==> config.mk <==
export PLATFORM = sky130hd
export DESIGN_NAME = sdr_bit_to_symbol_packer_flat
export DESIGN_NICKNAME = d
export VERILOG_FILES = /design/src/rtl/sdr_bit_to_symbol_packer_pkg.sv /design/src/rtl/sdr_bit_to_symbol_packer_if.sv /design/src/rtl/sdr_bit_to_symbol_packer_shift_buffer.sv /design/src/rtl/sdr_bit_to_symbol_packer.sv /design/src/flat_wrapper.sv
export SDC_FILE = /design/constraint.sdc
export NUM_CORES = 1
export LEC_CHECK = 0
export ABC_AREA = 1
export CAP_MARGIN = 20
export CORE_MARGIN = 8
export CORE_UTILIZATION = 50
export CTS_BUF_LIST = sky130_fd_sc_hd__clkbuf_8
export DETAILED_ROUTE_END_ITERATION = 10
export PLACE_DENSITY = 0.73
export SYNTH_ARGS = -nofsm -noshare
export SYNTH_HDL_FRONTEND = slang
export SYNTH_SLANG_ARGS = --single-unit
==> constraint.sdc <==
create_clock -name iclk -period 2.8 [get_ports iclk]
set_clock_uncertainty 0.05 [all_clocks]
set_input_delay 0.56 -clock iclk [delete_from_list [all_inputs] [get_ports iclk]]
set_output_delay 0.56 -clock iclk [all_outputs]
set_load 0.01 [all_outputs]
==> src/rtl/sdr_bit_to_symbol_packer_pkg.sv <==
// Shared constants, types and helpers for the bit-to-symbol packer.
// Symbol sizes here are in bits per symbol.
package sdr_bit_to_symbol_packer_pkg;

  localparam int SDR_MAX_SYMBOL_SIZE = 12;

  typedef logic [SDR_MAX_SYMBOL_SIZE-1:0] t_sym_idx;

  typedef enum logic [1:0] {
    ST_IDLE,
    ST_RUN,
    ST_FLUSH
  } t_pack_state;

  function automatic int clamp_symbol_size(input int size);
    if (size < 1) return 1;
    if (size > SDR_MAX_SYMBOL_SIZE) return SDR_MAX_SYMBOL_SIZE;
    return size;
  endfunction

  function automatic logic symbol_size_illegal(input int size);
    return (size < 1) || (size > SDR_MAX_SYMBOL_SIZE);
  endfunction

endpackage

==> src/rtl/sdr_bit_to_symbol_packer_if.sv <==
// Payload-in / symbol-out handshake bundle of the bit-to-symbol packer.
// The master modport is the packer side; the slave modport is its environment.
interface sdr_bit_to_symbol_packer_if
  import sdr_bit_to_symbol_packer_pkg::*;
#(
  parameter int DW      = 8,
  parameter int MAX_SYM = SDR_MAX_SYMBOL_SIZE
);

  logic               i_valid;
  logic [DW-1:0]      i_data;
  logic               i_last;
  logic               o_ready;
  logic               o_valid;
  logic [MAX_SYM-1:0] o_data;
  logic               o_last;
  logic               i_ready;

  modport master (
    input  i_valid, i_data, i_last, i_ready,
    output o_ready, o_valid, o_data, o_last
  );

  modport slave (
    output i_valid, i_data, i_last, i_ready,
    input  o_ready, o_valid, o_data, o_last
  );

endinterface

==> src/rtl/sdr_bit_to_symbol_packer_shift_buffer.sv <==
// Left-aligned bit buffer with a variable-size pop from the top and an append
// directly below the surviving bits. Bits below cnt are always kept at zero.
module sdr_bit_shift_buffer #(
  parameter int  DW      = 8,
  parameter int  MAX_SYM = 12,
  localparam int BW      = DW + MAX_SYM - 1,
  localparam int CW      = $clog2(BW + 1),
  localparam int SW      = $clog2(MAX_SYM + 1)
) (
  input  logic               clk,
  input  logic               rst_n,
  input  logic               push,
  input  logic [DW-1:0]      push_data,
  input  logic               pop,
  input  logic [SW-1:0]      pop_size,
  input  logic [SW-1:0]      head_size,
  output logic [CW-1:0]      cnt_next,
  output logic [MAX_SYM-1:0] head_next
);

  logic [BW-1:0] bits;
  logic [BW-1:0] bits_next;
  logic [BW-1:0] bits_rem;
  logic [BW-1:0] word_al;
  logic [BW-1:0] head_al;
  logic [CW-1:0] cnt;
  logic [CW-1:0] cnt_rem;
  logic [CW-1:0] pop_ext;

  always_comb begin
    pop_ext  = CW'(pop_size);
    bits_rem = bits;
    cnt_rem  = cnt;
    // A pop larger than the fill only happens for the padded final symbol.
    if (pop) begin
      bits_rem = bits << pop_size;
      cnt_rem  = (cnt > pop_ext) ? cnt - pop_ext : '0;
    end

    word_al   = {push_data, {(BW-DW){1'b0}}};
    bits_next = bits_rem;
    cnt_next  = cnt_rem;
    if (push) begin
      bits_next = bits_rem | (word_al >> cnt_rem);
      cnt_next  = cnt_rem + CW'(DW);
    end

    head_al   = bits_next >> (CW'(BW) - CW'(head_size));
    head_next = head_al[MAX_SYM-1:0];
  end

  always_ff @(posedge clk or negedge rst_n) begin
    if (!rst_n) begin
      bits <= '0;
      cnt  <= '0;
    end else begin
      bits <= bits_next;
      cnt  <= cnt_next;
    end
  end

endmodule

==> src/rtl/sdr_bit_to_symbol_packer.sv <==
// Packs an MSB-first payload word stream into right-aligned symbol indices of
// the frame's latched symbol size, with zero padding of the final symbol.
module sdr_bit_to_symbol_packer
  import sdr_bit_to_symbol_packer_pkg::*;
#(
  parameter int DW      = 8,
  parameter int MAX_SYM = SDR_MAX_SYMBOL_SIZE
) (
  input  logic                       iclk,
  input  logic                       irst_n,
  input  logic [3:0]                 isymbol_size,
  sdr_bit_to_symbol_packer_if.master bus,
  output logic                       o_cfg_err
);

  localparam int BW = DW + MAX_SYM - 1;
  localparam int CW = $clog2(BW + 1);
  localparam int SW = $clog2(MAX_SYM + 1);

  t_pack_state        state;
  t_pack_state        state_next;
  logic [SW-1:0]      sym;
  logic [SW-1:0]      sym_next;
  logic [SW-1:0]      sym_in;
  logic [CW-1:0]      sym_ext;
  logic               err_next;
  logic               push;
  logic               pop;
  logic               valid_q;
  logic               last_q;
  logic               ready_q;
  logic [MAX_SYM-1:0] data_q;
  logic               valid_next;
  logic               last_next;
  logic               ready_next;
  logic [CW-1:0]      cnt_next;
  logic [CW:0]        fill_after_push;
  logic [MAX_SYM-1:0] head_next;

  assign push   = bus.i_valid && ready_q;
  assign pop    = valid_q && bus.i_ready;
  assign sym_in = SW'(clamp_symbol_size(int'(isymbol_size)));

  sdr_bit_shift_buffer #(
    .DW      (DW),
    .MAX_SYM (MAX_SYM)
  ) u_buf (
    .clk       (iclk),
    .rst_n     (irst_n),
    .push      (push),
    .push_data (bus.i_data),
    .pop       (pop),
    .pop_size  (sym),
    .head_size (sym_next),
    .cnt_next  (cnt_next),
    .head_next (head_next)
  );

  always_comb begin
    state_next = state;
    sym_next   = sym;
    err_next   = o_cfg_err;
    unique case (state)
      ST_IDLE: begin
        // The symbol size is sampled only with the first word of a frame.
        if (push) begin
          sym_next   = sym_in;
          err_next   = o_cfg_err | symbol_size_illegal(int'(isymbol_size));
          state_next = bus.i_last ? ST_FLUSH : ST_RUN;
        end
      end
      ST_RUN: begin
        if (push && bus.i_last) state_next = ST_FLUSH;
      end
      ST_FLUSH: begin
        if (pop && last_q) state_next = ST_IDLE;
      end
      default: state_next = ST_IDLE;
    endcase
  end

  // Registered outputs are derived from the post-edge buffer contents.
  always_comb begin
    sym_ext         = CW'(sym_next);
    fill_after_push = {1'b0, cnt_next} + (CW+1)'(DW);
    valid_next      = 1'b0;
    last_next       = 1'b0;
    ready_next      = 1'b0;
    unique case (state_next)
      ST_IDLE: begin
        ready_next = 1'b1;
      end
      ST_RUN: begin
        valid_next = cnt_next >= sym_ext;
        ready_next = fill_after_push <= (CW+1)'(BW);
      end
      ST_FLUSH: begin
        valid_next = cnt_next != '0;
        last_next  = cnt_next <= sym_ext;
      end
      default: begin
        ready_next = 1'b0;
      end
    endcase
  end

  always_ff @(posedge iclk or negedge irst_n) begin
    if (!irst_n) begin
      state     <= ST_IDLE;
      sym       <= SW'(1);
      o_cfg_err <= 1'b0;
      valid_q   <= 1'b0;
      last_q    <= 1'b0;
      ready_q   <= 1'b0;
      data_q    <= '0;
    end else begin
      state     <= state_next;
      sym       <= sym_next;
      o_cfg_err <= err_next;
      valid_q   <= valid_next;
      last_q    <= last_next;
      ready_q   <= ready_next;
      data_q    <= head_next;
    end
  end

  assign bus.o_valid = valid_q;
  assign bus.o_last  = last_q;
  assign bus.o_ready = ready_q;
  assign bus.o_data  = data_q;

endmodule

==> src/flat_wrapper.sv <==
// flat-port wrapper written by rule: the top's interface ports become plain ports
module sdr_bit_to_symbol_packer_flat import sdr_bit_to_symbol_packer_pkg::*;
#(
  parameter int DW      = 8,
  parameter int MAX_SYM = SDR_MAX_SYMBOL_SIZE
)
  (iclk, irst_n, isymbol_size, o_cfg_err, bus_i_valid, bus_i_data, bus_i_last, bus_i_ready, bus_o_ready, bus_o_valid, bus_o_data, bus_o_last);
  sdr_bit_to_symbol_packer_if #(.DW(DW), .MAX_SYM(MAX_SYM)) bus_i ();
  input  logic iclk;
  input  logic irst_n;
  input  logic [3:0] isymbol_size;
  output logic o_cfg_err;
  input wire logic [$bits(bus_i.i_valid)-1:0] bus_i_valid;
  input wire logic [$bits(bus_i.i_data)-1:0] bus_i_data;
  input wire logic [$bits(bus_i.i_last)-1:0] bus_i_last;
  input wire logic [$bits(bus_i.i_ready)-1:0] bus_i_ready;
  output wire logic [$bits(bus_i.o_ready)-1:0] bus_o_ready;
  output wire logic [$bits(bus_i.o_valid)-1:0] bus_o_valid;
  output wire logic [$bits(bus_i.o_data)-1:0] bus_o_data;
  output wire logic [$bits(bus_i.o_last)-1:0] bus_o_last;
  assign bus_i.i_valid = bus_i_valid;
  assign bus_i.i_data = bus_i_data;
  assign bus_i.i_last = bus_i_last;
  assign bus_i.i_ready = bus_i_ready;
  assign bus_o_ready = bus_i.o_ready;
  assign bus_o_valid = bus_i.o_valid;
  assign bus_o_data = bus_i.o_data;
  assign bus_o_last = bus_i.o_last;
  sdr_bit_to_symbol_packer #(.DW(DW), .MAX_SYM(MAX_SYM)) u_core (.iclk(iclk), .irst_n(irst_n), .isymbol_size(isymbol_size), .bus(bus_i), .o_cfg_err(o_cfg_err));
endmodule
==> results of run 1 <==
## cell type report
type / instances / area, um^2 / area share (%)
well taps: 108 / 135 / 2.22
repair buffers: 129 / 1110 / 18.1
multi-input cells: 555 / 3360 / 55.1
clock inverters: 3 / 17.5 / 0.287
flip-flops and latches: 46 / 1150 / 18.9
diodes: 1 / 2.50 / 0.0410
inverters: 63 / 258 / 4.23
clock buffers: 5 / 68.8 / 1.13
## state kept, by name, summed over array words and instances, names as in the netlist
name and flops:
u_core.u_buf.bits 19, u_core.bus.o_data 12, u_core.u_buf.cnt 5, u_core.sym 4, u_core.state 2, u_core.bus.o_last 1
u_core.bus.o_ready 1, u_core.bus.o_valid 1, u_core.o_cfg_err 1
## cells in the final DEF, fill, tap and decap left out, drive strengths merged, types with 2 or more instances in the layout
cell,synthesis,routed
o221ai,7,7
o211ai,2,2
clkbuf,7,5
a22oi,7,7
nor3,2,2
mux2i,4,4
a21oi,31,31
clkdlybuf4s50,0,31
buf,23,98
clkinv,3,4
a31oi,5,5
dfrtp,45,45
a21boi,2,2
nand2,222,223
o22ai,2,2
nor2,44,45
ha,13,13
inv,60,61
or2,4,4
nand4,6,6
o21ai,45,45
nand3,149,150
## cells in the mapped netlist, types with 2 or more instances
master	n	share of area (%)
sky130_fd_sc_hd__nand2_2	9	1.3
sky130_fd_sc_hd__buf_6	7	1.8
sky130_fd_sc_hd__nor2_1	40	3.4
sky130_fd_sc_hd__dfrtp_1	45	26
sky130_fd_sc_hd__nand3_1	141	16
sky130_fd_sc_hd__nand4_1	6	0.86
sky130_fd_sc_hd__nor3_1	2	0.23
sky130_fd_sc_hd__nand2_4	5	1.3
sky130_fd_sc_hd__ha_1	13	3.7
sky130_fd_sc_hd__or2_2	4	0.57
sky130_fd_sc_hd__clkinv_1	3	0.26
sky130_fd_sc_hd__a21oi_1	30	3.4
sky130_fd_sc_hd__o211ai_1	2	0.34
sky130_fd_sc_hd__nand3_2	7	1.6
sky130_fd_sc_hd__o221ai_1	7	1.4
sky130_fd_sc_hd__inv_1	53	4.5
sky130_fd_sc_hd__nand2_1	208	18
sky130_fd_sc_hd__buf_2	12	1.4
sky130_fd_sc_hd__mux2i_1	4	0.92
sky130_fd_sc_hd__a31oi_1	5	0.71
sky130_fd_sc_hd__a21boi_0	2	0.34
sky130_fd_sc_hd__o21ai_1	5	0.57
sky130_fd_sc_hd__buf_4	4	0.69
sky130_fd_sc_hd__clkbuf_1	7	0.60
sky130_fd_sc_hd__o21ai_0	39	4.5
sky130_fd_sc_hd__a22oi_1	7	1.2
sky130_fd_sc_hd__nor2_2	3	0.43
sky130_fd_sc_hd__inv_2	7	0.60
## power by group through the flow
stage	Sequential, uW	Clock [uW]	Combinational [uW]
finish	1240	426	7040
CTS	1230	436	6300
global placement	1230	0	5700
detailed placement	1230	0	5730
floorplan	1210	0	3800
global route	1260	459	7680
## how the worst max path moves through the flow
stage                       start              endpoint  slack [ns]  cells past startpoint
floorplan           u_core.sym[2]    u_core.bus.o_valid       0.005                     22
global placement    u_core.sym[0]  u_core.bus.o_data[3]       -0.18                     15
detailed placement    bus_i_ready  u_core.bus.o_data[1]       -0.24                     13
CTS                 u_core.sym[0]  u_core.bus.o_data[1]       -0.07                     19
global route        u_core.sym[0]  u_core.bus.o_data[0]       -0.26                     17
finish              u_core.sym[0]  u_core.bus.o_data[2]       -0.12                     17
## per-stage QoR
| step | setup slack, ns | cells | area [um^2] | total power (uW) | setup TNS, ns |
|---|---|---|---|---|---|
| 2_1_floorplan | 0.00538 | 691 | 4400 | 5010 | 0 |
| 3_3_place_gp | -0.183 | 879 | 5260 | 6920 | -2.04 |
| 3_5_place_dp | -0.240 | 879 | 5260 | 6950 | -2.58 |
| 4_1_cts | -0.0726 | 904 | 5800 | 7970 | -0.386 |
| 5_1_grt | -0.261 | 909 | 6100 | 9400 | -2.62 |
| 6_report | -0.118 | 910 | 6100 | 8700 | -0.796 |
## worst register-to-register path, stage by stage (launching register included)
cell and delay [ns]:
sky130_fd_sc_hd__dfstp_2 0.56, sky130_fd_sc_hd__ha_4 0.13, sky130_fd_sc_hd__inv_2 0.04, sky130_fd_sc_hd__fa_2 0.52, sky130_fd_sc_hd__inv_2 0.05, sky130_fd_sc_hd__nor2_2 0.09
sky130_fd_sc_hd__nand3_2 0.13, sky130_fd_sc_hd__nand2_4 0.16, sky130_fd_sc_hd__nand3_1 0.16, sky130_fd_sc_hd__nand2_2 0.15, sky130_fd_sc_hd__nand3_4 0.10, sky130_fd_sc_hd__nand3_1 0.13
sky130_fd_sc_hd__nand3_1 0.15, sky130_fd_sc_hd__nand3_2 0.12, sky130_fd_sc_hd__nand2_2 0.07, sky130_fd_sc_hd__a21oi_1 0.12, sky130_fd_sc_hd__nand2_1 0.07, sky130_fd_sc_hd__nand2_1 0.06
## metal layers
metal | wire (um) | vias up
met3 | 1240 | 30
met5 | 0 | -
li1 | - | 2541
met4 | 314 | 0
met1 | 6780 | 2444
met2 | 7000 | 249
## cell families after synthesis
logic type / synth area share, %
and+or+nand+nor: 44.5
adders and majority gates: 4.18
xor gates and xnor gates: 0.200
muxes: 0.915
DFF: 26.3
AOI/OAI and AO/OA: 14.0
buffers and inverters: 9.87
## repair_timing
| item | in CTS | in global routing |
|---|---|---|
| buffers inserted | 14 | 5 |
| setup endpoints to repair | 15 | 16 |
| pin swaps | 39 | 28 |
| endpoints found under the hold margin | 0 | 0 |
| resized for setup | 80 | 68 |
| gates cloned | 3 | 0 |
| hold buffers | 0 | 0 |
==> results.sh, run 1 <==
export IMPL_via_per_inst=5.78
export IMPL_ys_ff_latch=46
export IMPL_slowest_stage="sky130_fd_sc_hd__dfstp_2"
export IMPL_fin_hold_ws_ns=0.273
export IMPL_antenna_found_initial=0
export IMPL_cpMostUsedCell="sky130_fd_sc_hd__nand3_1"
export IMPL_cts_sink_count=46
export IMPL_slew_viol_final=0
export IMPL_drt_wirelength_per_cell_um=16.8
export IMPL_num_vias=5264
export IMPL_ys_seq_area_share_pct=26.3
export IMPL_synth_ff_type="sky130_fd_sc_hd__dfrtp_1"
export IMPL_cts_tree="built"
export IMPL_layout_area_overhead_vs_synth_pct=39.4
export IMPL_reg2reg_depth=17
export IMPL_synthesis_nets=722
export IMPL_power_density_over_the_cells_mw_per_mm2=1430
export IMPL_core_area_mm2=0.00859
export IMPL_first_global_vias=5088
export IMPL_reg2reg_setup_slack_ns=-0.12
export IMPL_violations="negative setup slack"
export IMPL_die_h_um=110
export IMPL_power_leakage_uw=0.00293
export IMPL_synthArstFlopShare_pct=100
export IMPL_gp_congestion=0.935
export IMPL_effective_utilization_at_floorplan_pct=50.9
export IMPL_crit_path_start_kind="register"
export IMPL_synth_area_mm2=0.00438
export IMPL_holdCritPathClass="primary input to async pin"
export IMPL_synth_cell_types=42
export IMPL_fin_crit_sh_pct=104
export IMPL_power_internal_uw=4000
export IMPL_tightest_slew_ns=0.627
export IMPL_comb_power_share_pct=80.9
export IMPL_timing_critical_path_required_ns=3.01
export IMPL_outcome="finished, violations left"
export IMPL_critical_path_class="register to register"
export IMPL_path_buf_inv=2
export IMPL_post_detailed_routing_wire_length_um=15300
export IMPL_cap_viol_max_count=0
export IMPL_met3_usage_pct=5.33
export IMPL_die_w_um=110
export IMPL_max_slew_margin_pct=58.2
export IMPL_worstSetupEndpointType="register"
export IMPL_placement_rows=34
export IMPL_reg2reg_to="u_core.bus.o_data[2]"
export IMPL_postSynthCellCount=691
export IMPL_r2r_start="u_core.sym[0]"
export IMPL_critical_path_peak_fanout=6
export IMPL_clockPowerShare_pct=4.9
export IMPL_antenna_violating_nets_post_route=0
export IMPL_global_route_wire_length_before_repair_um=24500
export IMPL_swShare_pct=54.0
export IMPL_port_buffers=32
export IMPL_critical_path_arrival_ns=3.13
export IMPL_drt_pre_antenna_iters=7
export IMPL_clock_root_buffer="sky130_fd_sc_hd__clkbuf_8"
export IMPL_hpwlAfterDp_um=11200
export IMPL_setup_viol=13
export IMPL_power_net_switching_uw=4700
export IMPL_drc_errors=0
export IMPL_max_freq_mhz=343
export IMPL_max_stage_delay_ns=0.56
export IMPL_path_delay_family="simple AND/OR/NAND/NOR gates"
export IMPL_die_area_mm2=0.0120
export IMPL_yosysWarnings=0
export IMPL_grtUsageMet1_pct=34.0
export IMPL_period_needed_ns=2.92
export IMPL_hold_viol=0
export IMPL_power_share_sequential_pct=14.2
export IMPL_worst_setup_hold_path_clk_slew_ns=0.10
export IMPL_nets=831
export IMPL_grt_remaining_overflow=0
export IMPL_cts_htree_levels=2
export IMPL_drive_gt1_share_pct=33.0
export IMPL_rsz_0062_raised_after_global_routing="true"
export IMPL_grt_max_degree=47
export IMPL_ir_worst_vdd_mv=0.803
export IMPL_grt_most_used_layer="met2"
export IMPL_layout_filler_cells=735
export IMPL_cp_cell_sequence="ha_4 -> inv_2 -> fa_2 -> inv_2 -> nor2_2 -> nand3_2 -> nand2_4 -> nand3_1 -> nand2_2 -> nand3_4 -> nand3_1 -> nand3_1 -> nand3_2 -> nand2_2 -> a21oi_1 -> nand2_1 -> nand2_1"
export IMPL_ctsLongestPathBuffers=2
export IMPL_synth_enable_flop_cells=0
export IMPL_grt_util_all_layers_pct=25.6
export IMPL_i_o_pins=33
export IMPL_dr_first_iter_drc_count=503
export IMPL_grt_met2_usage_pct=40.8
export IMPL_clkLatencyLatePin_ns=0.32
export IMPL_layout_setup_ws_ns=-0.118
export IMPL_numCtsBuffers=5
export IMPL_postLayoutCoreUtil_pct=71.0
export IMPL_postSynthAreaPerCell_um2=6.33
No activity file was read; power rests on OpenSTA's default activity.
==> run 2, diff against run 1 <==
--- a/config.mk
+++ b/config.mk
@@ -12,6 +12,7 @@
 export CTS_BUF_LIST = sky130_fd_sc_hd__clkbuf_8
 export DETAILED_ROUTE_END_ITERATION = 10
 export PLACE_DENSITY = 0.73
+export SKIP_CTS_REPAIR_TIMING = 1
 export SYNTH_ARGS = -nofsm -noshare
 export SYNTH_HDL_FRONTEND = slang
 export SYNTH_SLANG_ARGS = --single-unit
==> results.sh, run 2 (synthesized netlist as in run 1, its figures left out) <==
export IMPL_grt_remaining_overflow=0
export IMPL_core_area_mm2=0.00859
export IMPL_critical_path_peak_fanout=5
export IMPL_worst_setup_hold_path_clk_slew_ns=0.09
export IMPL_drive_gt1_share_pct=34.5
export IMPL_largest_reg_flops=19
export IMPL_worstSetupEndpointType="register"
export IMPL_i_o_pins=33
export IMPL_cts_sink_count=46
export IMPL_outcome="finished, violations left"
export IMPL_clkLatencyLatePin_ns=0.31
export IMPL_timing_setup_tns_ns=-0.758
export IMPL_via_per_inst=5.80
export IMPL_ir_worst_vdd_mv=0.789
export IMPL_fin_crit_sh_pct=105
export IMPL_most_frequent_cells_in_the_layout="sky130_fd_sc_hd__nand2_1, sky130_fd_sc_hd__buf_4, sky130_fd_sc_hd__nand3_1"
export IMPL_hold_viol=0
export IMPL_antenna_diode_count=0
export IMPL_period_needed_ns=2.94
export IMPL_timing_critical_path_required_ns=2.99
export IMPL_effective_utilization_at_floorplan_pct=50.9
export IMPL_antenna_violating_nets_post_route=0
export IMPL_numCtsBuffers=5
export IMPL_violations="negative setup slack"
export IMPL_post_detailed_routing_wire_length_um=15600
export IMPL_cts_htree_levels=2
export IMPL_die_w_um=110
export IMPL_placement_rows=34
export IMPL_hpwlAfterDp_um=11200
export IMPL_crit_path_start_kind="register"
export IMPL_clock_root_buffer="sky130_fd_sc_hd__clkbuf_8"
export IMPL_layout_setup_ws_ns=-0.142
export IMPL_first_global_vias=4855
export IMPL_tightest_slew_ns=0.622
export IMPL_max_slew_margin_pct=58.6
export IMPL_port_buffers=32
export IMPL_slew_viol_final=0
export IMPL_fin_hold_ws_ns=0.292
export IMPL_holdCritPathClass="primary input to async pin"
export IMPL_layout_filler_cells=714
export IMPL_drt_wirelength_per_cell_um=17.2
export IMPL_antenna_found_initial=0
export IMPL_nets=829
export IMPL_critical_path_class="register to register"
export IMPL_power_density_over_the_cells_mw_per_mm2=1440
export IMPL_num_vias=5258
export IMPL_layout_area_overhead_vs_synth_pct=41.5
export IMPL_largest_register="u_core.u_buf.bits"
export IMPL_gp_congestion=0.935
export IMPL_setup_viol=12
export IMPL_rsz_0062_raised_after_global_routing="true"
export IMPL_most_common_cell_after_layout_fill_and_taps_aside="sky130_fd_sc_hd__nand2_1"
export IMPL_pre_cts_ws_ns=-0.240
export IMPL_global_route_wire_length_before_repair_um=23000
export IMPL_ctsLongestPathBuffers=2
export IMPL_cts_tree="built"
export IMPL_power_leakage_uw=0.00292
export IMPL_drc_errors=0
export IMPL_drt_pre_antenna_iters=5
export IMPL_grt_max_degree=47
export IMPL_critical_path_arrival_ns=3.13
export IMPL_grt_util_all_layers_pct=24.2
export IMPL_die_area_mm2=0.0120
export IMPL_max_freq_mhz=340
export IMPL_dr_first_iter_drc_count=592
export IMPL_die_h_um=110
export IMPL_cap_viol_max_count=0
run 2: cell type report:
cell class	instances	area, um^2	area share (%)
Multi-Input combinational cell	554	3470	56.1
Sequential cell	46	1150	18.7
Timing Repair Buffer	128	1080	17.4
Inverter	63	265	4.28
Tap cell	108	135	2.18
Clock buffer	5	68.8	1.11
Clock inverter	3	17.5	0.283
run 2: layer usage:
layer	vias up	GRT usage [%]	share of wire, %
li1	2531	-	-
met1	2451	33.0	44
met2	232	38.8	46
met3	44	3.81	6.7
met4	0	6.56	2.8
met5	-	0	0
run 2: path summary, 6_finish.rpt:
kind                                     start                   end  slack [ns]  depth (start not counted)
max reg2reg                u_core.u_buf.cnt[3]  u_core.bus.o_data[3]       -0.14                         19
max                        u_core.u_buf.cnt[3]  u_core.bus.o_data[3]       -0.14                         19
min                                     irst_n       u_core.state[1]        0.29                          2
max in group asynchronous               irst_n         u_core.sym[2]        1.96                          2
min reg2reg                   u_core.o_cfg_err      u_core.o_cfg_err        0.46                          1
min in group iclk             u_core.o_cfg_err      u_core.o_cfg_err        0.46                          1
run 2: power breakdown:
part	total, uW	switching (uW)	internal (uW)
clock network	421	248	173
logic	7230	4340	2890
registers	1250	239	1010
run 2: metrics by stage:
stage          instances  total power, uW  cell area, um^2  util (%)
4_1_cts              887             7420             5350      62.3
3_3_place_gp         879             6920             5260      61.3
5_1_grt              907             9610             6190      72.1
3_5_place_dp         879             6950             5260      61.3
2_1_floorplan        691             5010             4400         -
6_report             907             8890             6190      72.1
run 2: worst max-delay path, cell delays in order (launching register included):
cell                      delay, ns
sky130_fd_sc_hd__dfrtp_2       0.46
sky130_fd_sc_hd__ha_4          0.29
sky130_fd_sc_hd__inv_1         0.05
sky130_fd_sc_hd__nor2_2        0.17
sky130_fd_sc_hd__nand3_1       0.16
sky130_fd_sc_hd__nand2_2       0.14
sky130_fd_sc_hd__inv_1         0.06
sky130_fd_sc_hd__nand2_2       0.11
sky130_fd_sc_hd__nand2_8       0.09
sky130_fd_sc_hd__buf_4         0.15
sky130_fd_sc_hd__nor2_4        0.22
sky130_fd_sc_hd__buf_6         0.14
sky130_fd_sc_hd__nand3_4       0.10
sky130_fd_sc_hd__nand3_4       0.12
sky130_fd_sc_hd__nand3_2       0.08
sky130_fd_sc_hd__o21ai_2       0.08
sky130_fd_sc_hd__nand2_1       0.11
sky130_fd_sc_hd__nand3_1       0.09
sky130_fd_sc_hd__nand2_1       0.07
sky130_fd_sc_hd__a21oi_2       0.11
